--- src/rtl/polymul_seq11_if.sv ---
// Operand/product handshake bundle for polymul_seq11: valid/ready in, valid/ready out, busy.
interface polymul_seq11_if #(parameter int LIMBS = 4);
   localparam int W = 11 * LIMBS;
   localparam int P = 22 * LIMBS - 1;

   logic         in_valid;
   logic         in_ready;
   logic [W-1:0] a;
   logic [W-1:0] b;
   logic         out_valid;
   logic         out_ready;
   logic [P-1:0] d;
   logic         busy;

   modport master (output in_valid, a, b, out_ready,
                   input  in_ready, out_valid, d, busy);
   modport slave  (input  in_valid, a, b, out_ready,
                   output in_ready, out_valid, d, busy);
endinterface

--- src/rtl/polymul_seq11.sv ---
// Sequential GF(2)[x] multiplier: one 11x11 limb pair per cycle through ks11, XOR-accumulated; LIMBS^2 cycles, held in OUT under backpressure.
// Define POLYMUL_PIPE_EN to register the ks11 product before accumulation (adds a DRAIN cycle).
module ks11 (
   input  logic [10:0] x_i,
   input  logic [10:0] y_i,
   output logic [20:0] p_o
);
   function automatic logic [10:0] clmul6(input logic [5:0] u, input logic [5:0] v);
      logic [10:0] r;
      r = '0;
      for (int k = 0; k < 6; k++)
         if (v[k]) r = r ^ (11'(u) << k);
      return r;
   endfunction

   logic [5:0]  xl, yl, xh, yh;
   logic [10:0] lo, hi, mid;

   // One Karatsuba level: split 6 low / 5 high coefficients, middle term from (xl+xh)(yl+yh).
   always_comb begin
      xl  = x_i[5:0];
      yl  = y_i[5:0];
      xh  = {1'b0, x_i[10:6]};
      yh  = {1'b0, y_i[10:6]};
      lo  = clmul6(xl, yl);
      hi  = clmul6(xh, yh);
      mid = clmul6(xl ^ xh, yl ^ yh) ^ lo ^ hi;
      p_o = 21'(lo) ^ (21'(mid) << 6) ^ (21'(hi) << 12);
   end
endmodule

module polymul_seq11 #(
   parameter int LIMBS = 4
) (
   input logic            clk,
   input logic            rst,
   polymul_seq11_if.slave bus
);
   localparam int W = 11 * LIMBS;
   localparam int P = 22 * LIMBS - 1;
   localparam logic [2:0] LAST = 3'(LIMBS - 1);

   typedef enum logic [1:0] {IDLE, MUL, DRAIN, OUT} state_t;

   state_t       state_q, state_d;
   logic [W-1:0] ra_q, ra_d, rb_q, rb_d;
   logic [P-1:0] acc_q, acc_d;
   logic [2:0]   i_q, i_d, j_q, j_d;
   logic [3:0]   off;
   logic [20:0]  prod;

`ifdef POLYMUL_PIPE_EN
   logic [20:0]  prod_q, prod_d;
   logic [3:0]   off_q, off_d;
   logic         pvld_q, pvld_d;
`endif

   assign off = {1'b0, i_q} + {1'b0, j_q};

   ks11 u_ks11 (
      .x_i (11'(ra_q >> (11 * i_q))),
      .y_i (11'(rb_q >> (11 * j_q))),
      .p_o (prod)
   );

   always_comb begin
      state_d = state_q;
      ra_d    = ra_q;
      rb_d    = rb_q;
      acc_d   = acc_q;
      i_d     = i_q;
      j_d     = j_q;
`ifdef POLYMUL_PIPE_EN
      prod_d  = prod;
      off_d   = off;
      pvld_d  = (state_q == MUL);
      // The product registered last cycle lands now, at the offset it was computed for.
      if (pvld_q) acc_d = acc_q ^ (P'(prod_q) << (11 * off_q));
`endif
      case (state_q)
         IDLE: begin
            if (bus.in_valid) begin
               ra_d    = bus.a;
               rb_d    = bus.b;
               acc_d   = '0;
               i_d     = '0;
               j_d     = '0;
               state_d = MUL;
            end
         end
         MUL: begin
`ifndef POLYMUL_PIPE_EN
            acc_d = acc_q ^ (P'(prod) << (11 * off));
`endif
            if (j_q == LAST) begin
               j_d = '0;
               if (i_q == LAST) begin
`ifdef POLYMUL_PIPE_EN
                  state_d = DRAIN;
`else
                  state_d = OUT;
`endif
               end else begin
                  i_d = i_q + 3'd1;
               end
            end else begin
               j_d = j_q + 3'd1;
            end
         end
         DRAIN:   state_d = OUT;
         OUT:     if (bus.out_ready) state_d = IDLE;
         default: state_d = IDLE;
      endcase
   end

   always_ff @(posedge clk) begin
      if (rst) begin
         state_q <= IDLE;
         ra_q    <= '0;
         rb_q    <= '0;
         acc_q   <= '0;
         i_q     <= '0;
         j_q     <= '0;
`ifdef POLYMUL_PIPE_EN
         prod_q  <= '0;
         off_q   <= '0;
         pvld_q  <= 1'b0;
`endif
      end else begin
         state_q <= state_d;
         ra_q    <= ra_d;
         rb_q    <= rb_d;
         acc_q   <= acc_d;
         i_q     <= i_d;
         j_q     <= j_d;
`ifdef POLYMUL_PIPE_EN
         prod_q  <= prod_d;
         off_q   <= off_d;
         pvld_q  <= pvld_d;
`endif
      end
   end

   assign bus.in_ready  = (state_q == IDLE);
   assign bus.out_valid = (state_q == OUT);
   assign bus.busy      = (state_q != IDLE);
   assign bus.d         = acc_q;
endmodule
--- src/flat_wrapper.sv ---
// flat-port wrapper written by rule: the top's interface ports become plain ports
module polymul_seq11_flat 
#(
   parameter int LIMBS = 4
)
  (clk, rst, bus_in_valid, bus_a, bus_b, bus_out_ready, bus_in_ready, bus_out_valid, bus_d, bus_busy);
  polymul_seq11_if #(.LIMBS(LIMBS)) bus_i ();
  input logic clk;
  input logic rst;
  input wire logic [$bits(bus_i.in_valid)-1:0] bus_in_valid;
  input wire logic [$bits(bus_i.a)-1:0] bus_a;
  input wire logic [$bits(bus_i.b)-1:0] bus_b;
  input wire logic [$bits(bus_i.out_ready)-1:0] bus_out_ready;
  output wire logic [$bits(bus_i.in_ready)-1:0] bus_in_ready;
  output wire logic [$bits(bus_i.out_valid)-1:0] bus_out_valid;
  output wire logic [$bits(bus_i.d)-1:0] bus_d;
  output wire logic [$bits(bus_i.busy)-1:0] bus_busy;
  assign bus_i.in_valid = bus_in_valid;
  assign bus_i.a = bus_a;
  assign bus_i.b = bus_b;
  assign bus_i.out_ready = bus_out_ready;
  assign bus_in_ready = bus_i.in_ready;
  assign bus_out_valid = bus_i.out_valid;
  assign bus_d = bus_i.d;
  assign bus_busy = bus_i.busy;
  polymul_seq11 #(.LIMBS(LIMBS)) u_core (.clk(clk), .rst(rst), .bus(bus_i));
endmodule
--- config.mk ---
export PLATFORM = sky130hd
export DESIGN_NAME = polymul_seq11_flat
export DESIGN_NICKNAME = d
export VERILOG_FILES = /design/src/rtl/polymul_seq11_if.sv /design/src/rtl/polymul_seq11.sv /design/src/flat_wrapper.sv
export SDC_FILE = /design/constraint.sdc
export NUM_CORES = 1
export LEC_CHECK = 0
export CAP_MARGIN = 20
export CORE_MARGIN = 2
export CORE_UTILIZATION = 45
export CTS_BUF_LIST = sky130_fd_sc_hd__clkbuf_8
export DETAILED_ROUTE_END_ITERATION = 6
export HOLD_SLACK_MARGIN = 0.02
export PLACE_DENSITY = 0.64
export SLEW_MARGIN = 30
export SYNTH_ARGS = -nofsm -noshare
export SYNTH_HDL_FRONTEND = slang
export SYNTH_SLANG_ARGS = --single-unit
--- constraint.sdc ---
create_clock -name clk -period 5.4 [get_ports clk]
set_clock_uncertainty 0.1 [all_clocks]
set_input_delay 1.62 -clock clk [delete_from_list [all_inputs] [get_ports clk]]
set_output_delay 1.62 -clock clk [all_outputs]
set_load 0.1 [all_outputs]
After elaboration in Yosys (flattened, before gate mapping)
Index checks and enable logic that the tools add are counted.

Output and inout port bits: 90. Register bits after elaboration: 183.

$mul: 3. $add $sub $neg: 3. Multiplexer cells: 30. Reduce and logical (&&, ||, !) cells: 7. Shift-type cells: 3. Equal/unequal tests: 10. Bitwise gates (word level): 21.

Operator list (count): 87-bit one-hot mux with 2 select lines (1); 11-bit 2-to-1 mux (14); 44-bit by 7-bit right shift with 11-bit output (2); 87-bit 2-to-1 mux (1); 21-bit by 8-bit left shift with 87-bit output (1); 87-bit XOR (1); 11-bit XOR (4); 11-bit by 8-bit XOR with 11-bit output (3); 11-bit by 9-bit XOR with 11-bit output (3); 11-bit by 10-bit XOR with 11-bit output (2); 11-bit by 7-bit XOR with 11-bit output (2); 21-bit XOR (1); 11-bit by 17-bit XOR with 17-bit output (1); 4-bit by 3-bit multiplier with 7-bit output (first input constant) (2); 3-bit 2-to-1 mux (4); 6-bit 2-to-1 mux (2); 3-bit one-hot mux with 2 select lines (2); 6-bit by 5-bit XOR with 6-bit output (2); 4-bit by 4-bit multiplier with 8-bit output (first input constant) (1); 2-bit 2-to-1 mux (4); 2-bit one-hot mux with 4 select lines (1); 4-bit AND reduction (2); 6-bit by 7-bit XOR with 7-bit output (1); 3-bit by 1-bit adder with 3-bit output (second input constant) (2); 11 further kinds (18).

Longest topological paths before layout
Gate-level depths: netlist (run 1).

Depth in word-level cells: 21. Gate-level depth with buffers: 20.

Cells and area by module
A second synthesis (run 1) with hierarchy kept.

Cell total of the unflattened synthesis: 1498. Area, all modules: 12395.6 um^2.

Modules (own cells, without submodules): polymul_seq11 (instances 1, cells each 1278, area an instance 10943.0 um^2, seq. area each 3663.5 um^2); ks11 (instances 1, cells each 220, area an instance 1452.6 um^2, seq. area each 0.0 um^2).

Least setup slack after synthesis (run 1)
Ideal clock, no wire load.

Path kind: reg-to-reg. Start: register u_core.i_q[1]. End: register u_core.acc_q[34] (netlist: u_core.bus.d[34]). Data required time: 5.172 ns. Period minus slack after synthesis: 4.810 ns. Setup time: 0.128 ns. Arrival: 4.583 ns. Setup slack: 0.590 ns. Path buffers: 2. Stages on the path, launching flop included: 19. Cells stage by stage: dfxtp_1 > buf_4 > buf_6 > inv_2 > fa_1 > xnor2_1 > ha_1 > fa_1 > ha_1 > a21o_1 > a21oi_1 > xor2_1 > nand3_1 > nor2_1 > nand2_1 > or3_1 > o221ai_1 > xnor2_1 > nor2_1.

Longest elaborated chain between the ends: 21.

RTL lines: start, declared (RTL line polymul_seq11.sv:48) `logic [2:0] i_q, i_d, j_q, j_d;`; start signal, assigned (RTL line polymul_seq11.sv:134) `i_q <= i_d;`; 4-bit by 3-bit multiplier with 7-bit output (RTL line polymul_seq11.sv:61) `.x_i (11'(ra_q >> (11 * i_q))),`; 44-bit by 7-bit right shift with 11-bit output (RTL line polymul_seq11.sv:61); 6-bit by 5-bit XOR with 6-bit output (RTL line polymul_seq11.sv:27) `mid = clmul6(xl ^ xh, yl ^ yh) ^ lo ^ hi;`; 6-bit 2-to-1 mux (RTL line polymul_seq11.sv:12) `if (v[k]) r = r ^ (11'(u) << k);`; 6-bit by 7-bit XOR with 7-bit output (RTL line polymul_seq11.sv:12); 11-bit 2-to-1 mux (RTL line polymul_seq11.sv:12); 11-bit by 8-bit XOR with 11-bit output (RTL line polymul_seq11.sv:12); 11-bit 2-to-1 mux (RTL line polymul_seq11.sv:12); [4 not listed]; 11-bit XOR (RTL line polymul_seq11.sv:12); 11-bit 2-to-1 mux (RTL line polymul_seq11.sv:12); 11-bit XOR (2 in a row) (RTL line polymul_seq11.sv:27); 11-bit by 17-bit XOR with 17-bit output (RTL line polymul_seq11.sv:28) `p_o = 21'(lo) ^ (21'(mid) << 6) ^ (21'(hi) << 12);`; 21-bit XOR (RTL line polymul_seq11.sv:28); 21-bit by 8-bit left shift with 87-bit output * (RTL line polymul_seq11.sv:93) `acc_d = acc_q ^ (P'(prod) << (11 * off));`; 87-bit XOR * (RTL line polymul_seq11.sv:93); 87-bit one-hot mux with 2 select lines * (RTL line polymul_seq11.sv:80) `case (state_q)`; end signal, assigned (RTL line polymul_seq11.sv:121) `acc_q <= '0;`; end signal, assigned (RTL line polymul_seq11.sv:133) `acc_q <= acc_d;`; end, declared (RTL line polymul_seq11.sv:47) `logic [P-1:0] acc_q, acc_d;`.

Mark *: on every way between the ends. The rest lies on a longest branch, timed or not. A chain may end at the register's enable or synchronous reset.

Worst setup path in the final report (run 1)
Start: register u_core.j_q[0]. End: register u_core.acc_q[37] (netlist: u_core.bus.d[37]).

Longest elaborated chain between the ends: 21.

RTL lines: start, declared (RTL line polymul_seq11.sv:48); start signal, assigned (RTL line polymul_seq11.sv:135) `j_q <= j_d;`; 4-bit by 3-bit multiplier with 7-bit output (RTL line polymul_seq11.sv:62) `.y_i (11'(rb_q >> (11 * j_q))),`; 44-bit by 7-bit right shift with 11-bit output (RTL line polymul_seq11.sv:62); 6-bit by 5-bit XOR with 6-bit output (RTL line polymul_seq11.sv:27); 6-bit 2-to-1 mux (RTL line polymul_seq11.sv:12); 6-bit by 7-bit XOR with 7-bit output (RTL line polymul_seq11.sv:12); 11-bit 2-to-1 mux (RTL line polymul_seq11.sv:12); 11-bit by 8-bit XOR with 11-bit output (RTL line polymul_seq11.sv:12); 11-bit 2-to-1 mux (RTL line polymul_seq11.sv:12); [4 not listed]; 11-bit XOR (RTL line polymul_seq11.sv:12); 11-bit 2-to-1 mux (RTL line polymul_seq11.sv:12); 11-bit XOR (2 in a row) (RTL line polymul_seq11.sv:27); 11-bit by 17-bit XOR with 17-bit output (RTL line polymul_seq11.sv:28); 21-bit XOR (RTL line polymul_seq11.sv:28); 21-bit by 8-bit left shift with 87-bit output * (RTL line polymul_seq11.sv:93); 87-bit XOR * (RTL line polymul_seq11.sv:93); 87-bit one-hot mux with 2 select lines * (RTL line polymul_seq11.sv:80).

Marked as above.

==> impl_metrics.tcl, run 1 <==
set metrics [dict create \
    status "finished, final reports clean" \
    port-buffer-count 181 \
    ant_nets 0 \
    core_mm2 0.0270 \
    htree_levels 4 \
    setup_viol 0 \
    route.detailed.drc 0 \
    start_kind "flop" \
    fin_tns_setup_ps 0 \
    m1WireLength_mm 19.9 \
    drt_iter0_markers 1184 \
    ys_async_sr_fraction 0 \
    p_leak_nw 5.44 \
    initial_core_util 0.459 \
    via_per_inst 5.93 \
    ir_drop_uv 246 \
    synth_area_per_cell_um2 7.98 \
    post-route-util 0.552 \
    relSlewSlack 0.316 \
    multi_input_area_mm2 0.00816 \
    preCtsSetupSlack_ps 321 \
    routed_wl_mm 43.5 \
    hpwlAfterDp_mm 33.5 \
    ys_ff_latch 183 \
    synth_edf_count 0 \
    place_inst 2021 \
    timing.fmax_mhz 193 \
    cts_buffers 17 \
    hold_path.class "flop to flop" \
    clk_latency_ps 480 \
    synth_top_area_share 0.295 \
    wire_per_inst_um 21.2 \
    top_layer "met4" \
    antenna_found_initial 0 \
    overflow 0 \
    slowest_delay_ps 890 \
    hold_violations 0 \
    gp_congestion 0.958 \
    path_class "flop to flop" \
    ioPinCount 182 \
    synth_area_mm2 0.0124 \
    synth_common_cells "337 x nand2_1, 183 x dfxtp_1, 154 x a21oi_1, 147 x nor2_1, 81 x xnor2_1" \
    dr_wl_met2_mm 19.5 \
    critical_path.most_common_cell "xnor3_1" \
    yosysMostFrequentCell "nand2_1" \
    n_antenna_cell 0 \
    powerDensity_mw_per_mm2 454 \
    yosysWarningCount 0 \
    grt_max_degree 89 \
    clkSlewWorstSetupHoldPaths_ps 110 \
    yosysSeqAreaShare 0.295 \
    syn_nets 1669 \
    crit_path_max_fanout 18 \
    instances_no_fill 2053 \
    crit_chain "buf_4 -> mux4_1 -> a211o_1 -> a21oi_1 -> xnor3_1 -> xnor3_1 -> mux4_2 -> mux2i_1 -> o32ai_1 -> xnor2_1 -> nor2_1" \
    grt_pass1_vias 11260 \
    synth_area_leaders "dfxtp_1 30%, nand2_1 10%, a21oi_1 6.2%, xnor2_1 5.7%, nor2_1 4.5%" \
    synth_area_leader_cell "dfxtp_1" \
    final.min_clock_period_ps 5180 \
    dr_wl_met3_mm 3.30 \
    synth.distinct_cells 88 \
    fin_crit_sh 0.958 \
    grt_pass1_wl_mm 66.7 \
    dr.pass1.iters 7 \
    gr-usage-all-layers 0.300 \
    end_kind "flop" \
    cts_sinks 183 \
    critical_path_arrival_ps 5440 \
    power_mw 6.77 \
    fin_ws_ps 225 \
    vias 12180 \
    nFillCells 2590 \
    tightest_slew_ps 1020 \
    ctsHoldBuffers 0 \
    cts_tree "built" \
    fp-row-count 60 \
    drv_cap 0 \
    drive_gt1_frac 0.0876 \
    slowest_stage "mux4_1" \
    drv_slew 0 \
    nets 1814 \
    dieArea_mm2 0.0289 \
    die_w_um 170 \
    synthToLayoutAreaGrowth_pct 20.4 \
    seq_area_mm2 0.00366 \
    die_h_um 170 \
    netlist_instances 1554 \
    root_buffer "clkbuf_8" \
    grt_setup_unrepaired "false" \
    required_ps 5660 \
    max-clock-path-buffers 2 \
    synthFlopType "dfxtp_1" \
]
==> final timing paths <==
check        cells past startpoint               end       startpoint  slack (ps)
max                             11  u_core.bus.d[37]    u_core.j_q[0]         220
min                              2   u_core.rb_q[21]  u_core.rb_q[21]         360
max reg2reg                     11  u_core.bus.d[37]    u_core.j_q[0]         220
min reg2reg                      2   u_core.rb_q[21]  u_core.rb_q[21]         360
==> power by group <==
part | switching (mW) | leakage (nW) | internal (mW)
Combinational | 2.89 | 3.74 | 1.28
Sequential | 0.119 | 1.49 | 1.50
Clock | 0.619 | 0.208 | 0.364
Total | 3.63 | 5.44 | 3.15
==> stage by stage <==
| step | hold WS (ps) | instance area, um2 |
|---|---|---|
| after floorplan | 332 | 12400 |
| after global placement | 337 | 14500 |
| after detailed placement | 347 | 14500 |
| after CTS | 361 | 14900 |
| after global routing | 377 | 14900 |
| final | 359 | 14900 |
==> sequential cells by signal, indices dropped and copies added, names as in the netlist <==
register and count:
u_core.i_q 3, u_core.rb_q 44, u_core.bus.d 87, u_core.ra_q 44, u_core.j_q 3, u_core.state_q 2
==> kinds of logic after synthesis <==
family	after synthesis	share of synthesized area
AOI/OAI and AO/OA	372	0.196
buffers and inverters	124	0.0481
xor gates and xnor gates	150	0.128
DFF	183	0.295
muxes	62	0.0886
and+or+nand+nor	640	0.220
adders and majority gates	23	0.0244
==> cell type report <==
class                   instances  share of cell area
multi-input cells            1247               0.547
flip-flops and latches        183               0.245
repair buffers                227               0.146
well taps                     341              0.0286
clock buffers                  18              0.0166
clock inverters                14              0.0102
inverters                      23             0.00578
==> metal layers <==
metal,vias to the layer above,track usage
met5,-,0
met2,497,0.474
met4,0,0.0710
met1,5848,0.431
li1,5781,-
met3,54,0.0460
==> placed cells by master, fill, tap and decap left out, types with 24 or more instances in the layout <==
master,n
a21oi_1,154
buf_4,44
clkdlybuf4s50_1,180
dfxtp_1,183
mux4_2,24
nand2_1,336
nand3_1,29
nor2_1,146
nor3_1,39
o21ai_0,38
or3_1,27
xnor2_1,80
xor2_1,46
==> critical path: cells and delay by family, from the launching register on <==
kind            cells  cell delay, ps
flops               1             350
compound gates      3             810
simple gates        1              60
mux                 3            2210
buf+inv             1             320
xor+xnor            3            1190
==> what timing repair did <==
item / 4_1_cts / 5_1_grt
hold endpoints to repair: 0 / 0
resized for setup: 0 / 1
buffers inserted: 0 / 0
setup endpoints to repair: 0 / 1
Power figures use the tool's default switching activity.
==> inputs of run 2 (changes only) <==
--- a/config.mk
+++ b/config.mk
@@ -8,7 +8,7 @@
 export CAP_MARGIN = 20
 export CORE_MARGIN = 2
 export CORE_UTILIZATION = 45
-export CTS_BUF_LIST = sky130_fd_sc_hd__clkbuf_8
+export CTS_BUF_LIST = sky130_fd_sc_hd__clkbuf_16
 export DETAILED_ROUTE_END_ITERATION = 6
 export HOLD_SLACK_MARGIN = 0.02
 export PLACE_DENSITY = 0.64
==> impl_metrics.tcl, run 2 (same netlist as run 1, synthesis figures left out) <==
set metrics [dict create \
    fin_tns_setup_ps 0 \
    dr.pass1.iters 7 \
    port-buffer-count 181 \
    reg2regPathDepth 11 \
    timing.fmax_mhz 195 \
    antenna_found_initial 0 \
    initial_core_util 0.459 \
    via_per_inst 5.92 \
    overflow 0 \
    drv_slew 0 \
    status "finished with violations" \
    gp_congestion 0.958 \
    root_buffer "clkbuf_16" \
    powerDensity_mw_per_mm2 468 \
    fp-row-count 60 \
    p_leak_nw 5.52 \
    layout_common_cells "336 x nand2_1, 183 x dfxtp_1, 180 x clkdlybuf4s50_1, 154 x a21oi_1, 147 x nor2_1" \
    grt_max_degree 89 \
    hold_path.class "flop to flop" \
    path_class "flop to flop" \
    gr-usage-all-layers 0.301 \
    cts_buffers 17 \
    hold_violations 0 \
    tightest_slew_ps 1020 \
    route.detailed.drc 2 \
    routed_wl_mm 43.6 \
    clk_latency_ps 440 \
    crit_path_max_fanout 18 \
    cts_sinks 183 \
    vias 12160 \
    drive_gt1_frac 0.0864 \
    ir_drop_uv 304 \
    wire_per_inst_um 21.3 \
    grt_pass1_wl_mm 66.9 \
    violations "DRC" \
    ctsHoldBuffers 0 \
    relSlewSlack 0.317 \
    nFillCells 2566 \
    final_common_cell "nand2_1" \
    n_antenna_cell 0 \
    grt_setup_unrepaired "false" \
    drt_iter0_markers 1179 \
    core_mm2 0.0270 \
    critical_path_arrival_ps 5420 \
    ant_nets 0 \
    grt_pass1_vias 11324 \
    drv_cap 0 \
    end_kind "flop" \
    min_path_cells 2 \
    ioPinCount 182 \
    start_kind "flop" \
    post_cts_buffers 0 \
    die_h_um 170 \
    setup_viol 0 \
    die_w_um 170 \
    dieArea_mm2 0.0289 \
    synthToLayoutAreaGrowth_pct 21.8 \
    required_ps 5680 \
    cts_tree "built" \
    hold_ws_ps 354 \
    max-clock-path-buffers 2 \
    htree_levels 4 \
    clkSlewWorstSetupHoldPaths_ps 90 \
    largest_reg_flops 87 \
    hpwlAfterDp_mm 33.5 \
    postCtsResizedCells 0 \
    post-route-util 0.559 \
    fin_crit_sh 0.951 \
    final.min_clock_period_ps 5140 \
    nets 1814 \
]
-- run 2: changes by cell type in the layout (fill, tap and decap cells not counted) --
cell	delta
clkinv_1	+1
nor2_2	-1
clkbuf_16	+17
nor2_1	+1
clkbuf_8	-18
-- run 2: final timing paths --
kind / from / end / slack, ps
min: u_core.rb_q[21] / u_core.rb_q[21] / 350
min reg2reg: u_core.rb_q[21] / u_core.rb_q[21] / 350
max: u_core.j_q[0] / u_core.bus.d[25] / 260
max reg2reg: u_core.j_q[0] / u_core.bus.d[25] / 260
-- run 2: power breakdown --
part	internal [mW]	total [mW]	leakage, nW	switching (mW)
clock	0.622	1.28	0.290	0.660
sequential	1.50	1.62	1.49	0.119
combinational	1.28	4.17	3.74	2.89
-- run 2: metrics by stage --
stage	total power, mW	worst slack, ps	cell area (um2)	std cells
finish	7.07	262	15100	2053
global route	7.39	33.3	15100	2053
CTS	7.00	309	15100	2053
detailed placement	5.73	321	14500	2021
global placement	5.74	306	14500	2020
floorplan	4.50	590	12400	1554
-- run 2: worst max-delay path, stage by stage, from the launching register on --
cell and delay (ps):
dfxtp_1 330, buf_4 320, mux4_1 890, a211o_1 390, a21oi_1 150, xnor3_1 470, xnor3_1 500, mux4_2 640
a31oi_1 550, nand2_1 280, a31o_2 330, a21oi_1 120
-- run 2: cell type report --
type	instances	area, um2	share of cell area
tap	341	427	0.0282
clock inverter	15	156	0.0104
timing repair buffer	227	2180	0.145
sequential	183	3660	0.243
clock buffer	17	425	0.0282
multi-input combinational	1247	8160	0.540
inverter	23	86.3	0.00572
-- run 2: per-layer routing --
metal  track usage  vias up  share of wire
met1         0.432     5803           0.46
met4        0.0747        0          0.018
met5             0        -              0
li1              -     5791              -
met3        0.0419       50          0.067
met2         0.478      516           0.45
==> inputs of run 3 (changes only) <==
--- a/config.mk
+++ b/config.mk
@@ -10,6 +10,7 @@
 export CORE_UTILIZATION = 45
 export CTS_BUF_LIST = sky130_fd_sc_hd__clkbuf_16
 export DETAILED_ROUTE_END_ITERATION = 6
+export GPL_TIMING_DRIVEN = 0
 export HOLD_SLACK_MARGIN = 0.02
 export PLACE_DENSITY = 0.64
 export SLEW_MARGIN = 30
==> impl_metrics.tcl, run 3 (same netlist as run 1, synthesis figures left out) <==
set metrics [dict create \
    status "finished with violations" \
    violations "DRC" \
    max-clock-path-buffers 2 \
    slowest_delay_ps 560 \
    via_per_inst 6.04 \
    crit_buf_inv 6 \
    ctsHoldBuffers 0 \
    crit_path_max_fanout 10 \
    cts_tree "built" \
    port-buffer-count 181 \
    largest_reg_flops 87 \
    end_kind "flop" \
    dr.pass1.iters 7 \
    timing.fmax_mhz 191 \
    gp_congestion 0.987 \
    grt_pass1_vias 12223 \
    cp_top_family "buffers and inverters" \
    critical_path_arrival_ps 5520 \
    drv_slew 0 \
    die_h_um 170 \
    fin_crit_sh 0.971 \
    final.min_clock_period_ps 5240 \
    hold_violations 0 \
    die_w_um 170 \
    wire_per_inst_um 23.1 \
    reg2regPathDepth 15 \
    cts_sinks 183 \
    hold_path.class "flop to flop" \
    hpwlAfterDp_mm 38.2 \
    relSlewSlack 0.317 \
    route.detailed.drc 5 \
    instances_no_fill 2112 \
    slowest_stage "a21oi_1" \
    cp_num_cells 15 \
    fin_ws_ps 157 \
    powerDensity_mw_per_mm2 478 \
    crit_chain "buf_4 -> buf_6 -> inv_2 -> fa_1 -> xnor2_2 -> ha_1 -> ha_1 -> clkbuf_1 -> buf_6 -> clkbuf_1 -> o21ai_0 -> a21oi_1 -> nand2_1 -> a31o_2 -> a21oi_1" \
    multi_input_area_mm2 0.00830 \
    seq_area_mm2 0.00366 \
    initial_core_util 0.459 \
    overflow 0 \
    post-route-util 0.572 \
    ioPinCount 182 \
    root_buffer "clkbuf_16" \
    ir_drop_uv 242 \
    drt_iter0_markers 1248 \
    gr-usage-all-layers 0.338 \
    fp-row-count 60 \
    nFillCells 2580 \
    grt_max_degree 24 \
    path_class "flop to flop" \
    nets 1870 \
    drive_gt1_frac 0.0905 \
    synthToLayoutAreaGrowth_pct 24.8 \
    grt_setup_unrepaired "true" \
    p_leak_nw 5.61 \
    clk_latency_ps 450 \
    vias 12749 \
    required_ps 5680 \
    dieArea_mm2 0.0289 \
    setup_viol 0 \
    antenna_found_initial 3 \
    cts_buffers 17 \
    ant_nets 0 \
    clkSlewWorstSetupHoldPaths_ps 90 \
    tightest_slew_ps 1020 \
    place_inst 2076 \
    routed_wl_mm 48.8 \
    drv_cap 0 \
    layout_common_cells "332 x nand2_1, 183 x dfxtp_1, 181 x clkdlybuf4s50_1, 153 x a21oi_1, 139 x nor2_1" \
    final_common_cell "nand2_1" \
    htree_levels 4 \
    preCtsSetupSlack_ps -828 \
    min_path_cells 2 \
    grt_pass1_wl_mm 73.4 \
    core_mm2 0.0270 \
    start_kind "flop" \
]
run 3: repair_timing:
item                                    4_1_cts  5_1_grt
endpoints found under the setup margin       55       63
pin swaps                                     1        1
buffers inserted                              1        0
resized for setup                            25       19
run 3: area by class of cell:
cell class | count | share of cell area
multi-input cells | 1247 | 0.536
flip-flops and latches | 183 | 0.237
repair buffers | 182 | 0.118
plain buffers | 101 | 0.0335
well taps | 341 | 0.0276
clock buffers | 17 | 0.0275
clock inverters | 15 | 0.0146
inverters | 23 | 0.00558
diodes | 3 | 0.000485
run 3: power by group:
part           leakage [nW]  switching (mW)  internal (mW)
combinational          3.81            3.07           1.30
sequential             1.49           0.124           1.50
clock                 0.313           0.734          0.659
total                  5.61            3.93           3.47
run 3: path summary, 6_finish.rpt:
kind,from,endpoint,slack [ps]
max,u_core.i_q[1],u_core.bus.d[25],160
min,u_core.ra_q[32],u_core.ra_q[32],360
max reg2reg,u_core.i_q[1],u_core.bus.d[25],160
min reg2reg,u_core.ra_q[32],u_core.ra_q[32],360
run 3: worst min-delay path: stages (launching register included):
cell and delay (ps):
dfxtp_1 310, nand2_1 50, a21oi_1 50
run 3: per-layer routing:
layer | global-route usage | vias to the layer above | wire length [um]
met1 | 0.449 | 6089 | 20600
met2 | 0.530 | 640 | 21700
met3 | 0.0916 | 110 | 4870
met5 | 0 | - | 0
met4 | 0.120 | 0 | 1600
li1 | - | 5910 | -
run 3: per-stage QoR:
stage / hold WS [ps] / setup TNS [ps] / area, um2 / power, mW
final: 355 / 0 / 15500 / 7.39
after global routing: 373 / -48.9 / 15500 / 7.70
after CTS: 356 / -12.1 / 15400 / 7.25
after detailed placement: 344 / -17210 / 14600 / 5.84
after global placement: 340 / -15870 / 14600 / 5.83
after floorplan: 332 / 0 / 12400 / 4.50
